`src/rtl/async_fifo_wr_ctrl.sv`:
```
// Write-side controller of an asynchronous FIFO: AXI-Stream accept, memory write
// addressing, Gray pointer export, read-pointer synchroniser and occupancy flags.
module async_fifo_wr_ctrl #(
    parameter int FIFO_DEPTH   = 32,
    parameter int PTR_WIDTH    = $clog2(FIFO_DEPTH),
    parameter int SYNC_STAGES  = 2,
    parameter int AFULL_THRESH = 28
) (
    input  logic                 s_axis_aclk,
    input  logic                 s_axis_areset,
    input  logic                 s_axis_tvalid,
    output logic                 s_axis_tready,
    output logic                 mem_we,
    output logic [PTR_WIDTH-1:0] wr_ptr,
    output logic [PTR_WIDTH:0]   wr_gptr,
    input  logic [PTR_WIDTH:0]   rd_gptr_async,
    output logic                 wr_full,
    output logic                 wr_afull,
    output logic [PTR_WIDTH:0]   wr_level
);

    typedef logic [PTR_WIDTH:0] ptr_t;

    localparam ptr_t AFULL_P = ptr_t'(AFULL_THRESH);

    function automatic ptr_t bin2gray(input ptr_t b);
        return b ^ (b >> 1);
    endfunction

    function automatic ptr_t gray2bin(input ptr_t g);
        ptr_t b;
        b = '0;
        for (int i = 0; i <= PTR_WIDTH; i++) begin
            b = b ^ (g >> i);
        end
        return b;
    endfunction

    ptr_t wbin_q,  wbin_d;
    ptr_t wgray_q, wgray_d;
    ptr_t level_q, level_d;
    logic full_q,  full_d;
    logic afull_q, afull_d;
    ptr_t rq_sync_q [SYNC_STAGES];
    ptr_t rq_sync_d [SYNC_STAGES];

    logic tready;
    logic accept;
    ptr_t rq;
    ptr_t rbin;
    ptr_t full_cmp;

    // Reset blocks the handshake combinationally so a beat in the reset cycle is dropped.
    assign tready = !full_q && !s_axis_areset;
    assign accept = s_axis_tvalid && tready;
    assign rq     = rq_sync_q[SYNC_STAGES-1];

    always_comb begin
        rq_sync_d[0] = rd_gptr_async;
        for (int i = 1; i < SYNC_STAGES; i++) begin
            rq_sync_d[i] = rq_sync_q[i-1];
        end
    end

    always_comb begin
        wbin_d   = accept ? (wbin_q + ptr_t'(1)) : wbin_q;
        wgray_d  = bin2gray(wbin_d);
        rbin     = gray2bin(rq);
        // Full when the write pointer is exactly one lap ahead of the synchronised read pointer.
        full_cmp = {~rq[PTR_WIDTH:PTR_WIDTH-1], rq[PTR_WIDTH-2:0]};
        full_d   = (wgray_d == full_cmp);
        level_d  = wbin_d - rbin;
        afull_d  = (level_d >= AFULL_P);
    end

    always_ff @(posedge s_axis_aclk) begin
        if (s_axis_areset) begin
            wbin_q    <= '0;
            wgray_q   <= '0;
            level_q   <= '0;
            full_q    <= 1'b0;
            afull_q   <= 1'b0;
            rq_sync_q <= '{default: '0};
        end else begin
            wbin_q    <= wbin_d;
            wgray_q   <= wgray_d;
            level_q   <= level_d;
            full_q    <= full_d;
            afull_q   <= afull_d;
            rq_sync_q <= rq_sync_d;
        end
    end

    assign s_axis_tready = tready;
    assign mem_we        = accept;
    assign wr_ptr        = wbin_q[PTR_WIDTH-1:0];
    assign wr_gptr       = wgray_q;
    assign wr_full       = full_q;
    assign wr_afull      = afull_q;
    assign wr_level      = level_q;

endmodule

```
`config.mk`:
```
export PLATFORM = sky130hd
export DESIGN_NAME = async_fifo_wr_ctrl
export DESIGN_NICKNAME = d
export VERILOG_FILES = /design/src/rtl/async_fifo_wr_ctrl.sv
export SDC_FILE = /design/constraint.sdc
export NUM_CORES = 1
export LEC_CHECK = 0
export CAP_MARGIN = 5
export CORE_UTILIZATION = 49
export DETAILED_ROUTE_END_ITERATION = 6
export PLACE_DENSITY = 0.85
export SLEW_MARGIN = 30
export SYNTH_ARGS = -nofsm -noshare
export SYNTH_HDL_FRONTEND = slang
export SYNTH_SLANG_ARGS = --single-unit
```
`constraint.sdc`:
```
create_clock -name s_axis_aclk -period 4.9 [get_ports s_axis_aclk]
set_clock_uncertainty 0.2 [all_clocks]
set_input_delay 1.47 -clock s_axis_aclk [delete_from_list [all_inputs] [get_ports s_axis_aclk]]
set_output_delay 1.47 -clock s_axis_aclk [all_outputs]
set_load 0.03 [all_outputs]
```
==> results of run 1 <==
[sequential cells by signal, indices dropped and copies added (netlist names)]
name	count
wr_afull	1
wr_full	1
wr_level	6
rq	6
wr_gptr	5
wbin_q	6
rq_sync_d	6
[report_power, final]
part / switching (mW) / internal [mW] / total, mW
Combinational: 0.0844 / 0.0776 / 0.162
Clock: 0.0807 / 0.0663 / 0.147
Sequential: 0.00754 / 0.272 / 0.280
[cells in the final DEF (no fill, tap or decap), types with 5 or more instances in the layout]
master	n
inv_1	8
dfxtp_1	31
clkbuf_4	5
ha_1	5
xor2_1	5
xnor2_1	20
clkdlybuf4s50_1	27
nor2_1	19
buf_4	6
nor2b_1	16
[per-stage QoR]
step	utilization	instances
3_3_place_gp	0.632	200
5_1_grt	0.653	207
3_5_place_dp	0.632	200
4_1_cts	0.653	207
6_report	0.653	207
2_1_floorplan	-	141
[layout make-up]
class	count	area (µm²)	share of cell area
Multi-Input combinational cell	97	723	0.405
Inverter	8	30.0	0.0168
Timing Repair Buffer	33	315	0.177
Tap cell	31	38.8	0.0217
Clock buffer	6	51.3	0.0288
Clock inverter	1	5.00	0.00281
Sequential cell	31	621	0.348
[worst paths after layout]
kind	to	slack [ns]	cells past startpoint
max	mem_we	0.57	4
min	rq[3]	0.24	1
max reg2reg	wr_afull	1.35	11
min reg2reg	rq[3]	0.24	1
[per-layer routing]
layer	GRT usage	vias to the layer above	part of all wire	wire length, µm
met2	0.320	27	0.52	1310
met4	0.129	0	0.037	94
met5	0	-	0	0
met3	0.0726	10	0.045	114
met1	0.163	471	0.40	997
li1	-	520	-	-
[kinds of logic after synthesis]
group / Yosys count / share of synthesized area
mux: 2 / 0.0143
simple gates: 50 / 0.188
compound gates: 10 / 0.0455
flops: 31 / 0.443
fa+ha+maj: 7 / 0.0670
buf+inv: 13 / 0.0411
xor+xnor: 28 / 0.201
==> impl_metrics.json, run 1 <==
{
  "cts_hold_buf": 0,
  "grt_max_degree": 20,
  "routed_wl_mm": 2.52,
  "dieArea_mm2": 0.00308,
  "drive_above_1_share": 0.0909,
  "startpoint_type": "input port",
  "io_buffer_count": 29,
  "drt_iter0_drc": 17,
  "synthDistinctLibCells": 32,
  "ios": 30,
  "yosysTopAreaCellShare": 0.443,
  "cts_tree": "built",
  "start_util": 0.513,
  "insertion_delay_ns": 0.33,
  "fmax_mhz": 231,
  "via_count": 1028,
  "netlist_top_cells_count": "dfxtp_1 (31), xnor2_1 (20), nor2_1 (19), nor2b_1 (16), inv_1 (8)",
  "avgSynthCellArea_um2": 9.94,
  "place_hpwl_mm": 1.98,
  "synth_top_area_cell": "dfxtp_1",
  "wl_per_cell_um": 12.2,
  "detailed_place.area_mm2": 0.00173,
  "crit_path_max_fanout": 4,
  "fillers": 214,
  "clockBufferDepth": 2,
  "synth_cells": 141,
  "via_per_inst": 4.97,
  "rsz0062_at_grt": "no",
  "clock-sinks": 31,
  "ir_worst_vdd_mv": 0.296,
  "post_cts_buffers": 0,
  "gp_congestion": 0.860,
  "htreeDepth": 2,
  "crit_family": "buffers and inverters",
  "dp_slack_ns": 0.290,
  "yosysMostFrequentCell": "dfxtp_1",
  "row_count": 19,
  "tightest_slew_ns": 0.568,
  "setup_viol": 0,
  "synth_edf_count": 0,
  "ys_seq_elements": 31,
  "hold_violations": 0,
  "cts_buffers": 5,
  "die_h_um": 55.5,
  "first_global_vias": 1011,
  "crit_type": "input port to output pin",
  "ys.flop_type": "dfxtp_1",
  "r2r-start": "rq[5]",
  "slew_headroom": 0.619,
  "ys_async_sr_fraction": 0,
  "power.total_mw": 0.589,
  "grt_pass1_wl_mm": 4.08,
  "crit_start": "s_axis_areset",
  "max_cap_violations": 0,
  "min_from": "rq_sync_d[3]",
  "grt_usage": 0.180,
  "antenna_found_initial": 0,
  "core_mm2": 0.00273,
  "cp.required_ns": 3.23,
  "fin_area_mm2": 0.00178,
  "final_max_slew_viol_count": 0,
  "path_cells": "clkdlybuf4s50_1 -> or3b_1 -> inv_1 -> buf_4",
  "max_stage_delay_ns": 0.46,
  "die_w_um": 55.5,
  "cts_resized": 0,
  "ys_warn_count": 0,
  "path_buf_inv": 3,
  "synth_area_leaders": "dfxtp_1 (44%), xnor2_1 (13%), nor2b_1 (7.1%)",
  "postLayoutSetupSlackWorst_ns": 0.565,
  "critPathCaptureType": "output pin",
  "post-route-period-util": 0.885,
  "synthToLayoutAreaGrowth_pct": 27.3,
  "gr-total-overflow": 0,
  "ys_seq_area_frac": 0.443,
  "crit_path_top_delay_cell": "clkdlybuf4s50_1",
  "drc_errors": 0,
  "nets": 191,
  "diodes": 0,
  "leakage_nw": 0.723,
  "hold_ws_ns": 0.239,
  "clk_pin_slew_ns": 0.08,
  "syn_area_mm2": 0.00140,
  "syn-num-nets": 156,
  "ant_nets": 0,
  "hold_class": "register to register",
  "setup_tns_ns": 0,
  "root_buffer": "clkbuf_4",
  "drt-pass1-iter-count": 4,
  "status": "finished, final reports clean",
  "cp.arrival_ns": 2.66,
  "power.density_mw_per_mm2": 330,
  "period_needed_ns": 4.33
}
(Power assumes the default switching activity.)
==> run 2: changes to the inputs <==
--- a/config.mk
+++ b/config.mk
@@ -7,8 +7,11 @@
 export LEC_CHECK = 0
 export CAP_MARGIN = 5
 export CORE_UTILIZATION = 49
+export CTS_CLUSTER_DIAMETER = 200
 export DETAILED_ROUTE_END_ITERATION = 6
+export MAX_ROUTING_LAYER = met4
 export PLACE_DENSITY = 0.85
+export SKIP_LAST_GASP = 1
 export SLEW_MARGIN = 30
 export SYNTH_ARGS = -nofsm -noshare
 export SYNTH_HDL_FRONTEND = slang
==> run 2 against run 1 <==
Effect of this change: utilization stayed put; flip-flop and latch count is the same; total power about the same; register-to-register slack about the same; first-iteration DRC count unchanged; worst hold slack barely moved; clock power barely moved; final cell count is the same; critical path depth unchanged; count of clock-buffer cells in the layout unchanged; wire length up 0.36%; critical endpoint unchanged.
==> impl_metrics.json, run 2 (synthesis gave the netlist of run 1 again) <==
{
  "start_util": 0.513,
  "crit_type": "input port to output pin",
  "leakage_nw": 0.723,
  "via_per_inst": 4.98,
  "drc_errors": 0,
  "cts_buffers": 5,
  "via_count": 1030,
  "cp.required_ns": 3.23,
  "ios": 30,
  "gp_congestion": 0.874,
  "max_cap_violations": 0,
  "cts_resized": 0,
  "status": "finished, final reports clean",
  "root_buffer": "clkbuf_4",
  "post_cts_buffers": 0,
  "htreeDepth": 2,
  "slew_headroom": 0.623,
  "layout_commonest_cell": "dfxtp_1",
  "grt_max_degree": 20,
  "clockBufferDepth": 2,
  "die_h_um": 55.5,
  "synthToLayoutAreaGrowth_pct": 27.3,
  "postLayoutSetupSlackWorst_ns": 0.565,
  "crit_start": "s_axis_areset",
  "grt_usage": 0.186,
  "insertion_delay_ns": 0.33,
  "cts_tree": "built",
  "cp.arrival_ns": 2.67,
  "core_mm2": 0.00273,
  "place_hpwl_mm": 1.98,
  "wl_per_cell_um": 12.2,
  "min_from": "rq_sync_d[3]",
  "hold_ws_ns": 0.239,
  "fmax_mhz": 231,
  "setup_viol": 0,
  "detailed_place.area_mm2": 0.00173,
  "dieArea_mm2": 0.00308,
  "clock-sinks": 31,
  "hold_class": "register to register",
  "gr-total-overflow": 0,
  "hold_violations": 0,
  "routed_wl_mm": 2.53,
  "clk_pin_slew_ns": 0.08,
  "critPathCaptureType": "output pin",
  "grt_pass1_wl_mm": 4.10,
  "drt-pass1-iter-count": 4,
  "die_w_um": 55.5,
  "final_max_slew_viol_count": 0,
  "io_buffer_count": 29,
  "post-route-period-util": 0.885,
  "startpoint_type": "input port",
  "crit_path_max_fanout": 4,
  "setup_tns_ns": 0,
  "antenna_found_initial": 0,
  "ir_worst_vdd_mv": 0.296,
  "final_cell_mix": "dfxtp_1 (31), clkdlybuf4s50_1 (27), xnor2_1 (20), nor2_1 (19), nor2b_1 (16)",
  "diodes": 0,
  "dp_slack_ns": 0.290,
  "ant_nets": 0,
  "tightest_slew_ns": 0.562,
  "nets": 191,
  "drive_above_1_share": 0.0909,
  "row_count": 19,
  "rsz0062_at_grt": "no",
  "r2r-start": "rq[5]",
  "power.density_mw_per_mm2": 330,
  "fin_area_mm2": 0.00178,
  "period_needed_ns": 4.34,
  "cts_hold_buf": 0,
  "first_global_vias": 1010,
  "drt_iter0_drc": 17
}
## run 2: cell counts in the layout (fill, tap and decap cells not counted)
Identical to the previous run, type by type.
## run 2: worst paths after layout
path,to,depth (start not counted),slack (ns)
setup / recovery,mem_we,4,0.56
hold / removal,rq[3],1,0.24
setup reg to reg,wr_afull,11,1.35
hold reg to reg,rq[3],1,0.24
## run 2: worst max-delay path, stage by stage
cell             delay [ns]
clkdlybuf4s50_1        0.46
or3b_1                 0.42
inv_1                  0.13
buf_4                  0.18
## run 2: final cells by class
class | instances | area [µm²]
fill | 214 | 950
inverter | 8 | 30.0
clock inverter | 1 | 5.00
sequential | 31 | 621
tap | 31 | 38.8
clock buffer | 6 | 51.3
multi-input combinational | 97 | 723
timing repair buffer | 33 | 315
## run 2: where the power goes
part           switching, mW  leakage [nW]  internal (mW)
Combinational         0.0844         0.434         0.0776
Sequential           0.00754         0.255          0.272
Clock                 0.0812        0.0341         0.0663
Total                  0.173         0.723          0.416
## run 2: routing by layer
metal,track usage,wire (µm),up-vias
li1,-,-,520
met1,0.166,1010,473
met2,0.318,1310,25
met3,0.0726,114,12
met4,0.129,93,0
met5,-,0,-
## run 2: stage by stage
step           power (mW)   util  instances
6_report            0.589  0.653        207
5_1_grt             0.618  0.653        207
4_1_cts             0.596  0.653        207
3_5_place_dp        0.449  0.632        200
3_3_place_gp        0.443  0.632        200
2_1_floorplan       0.395      -        141
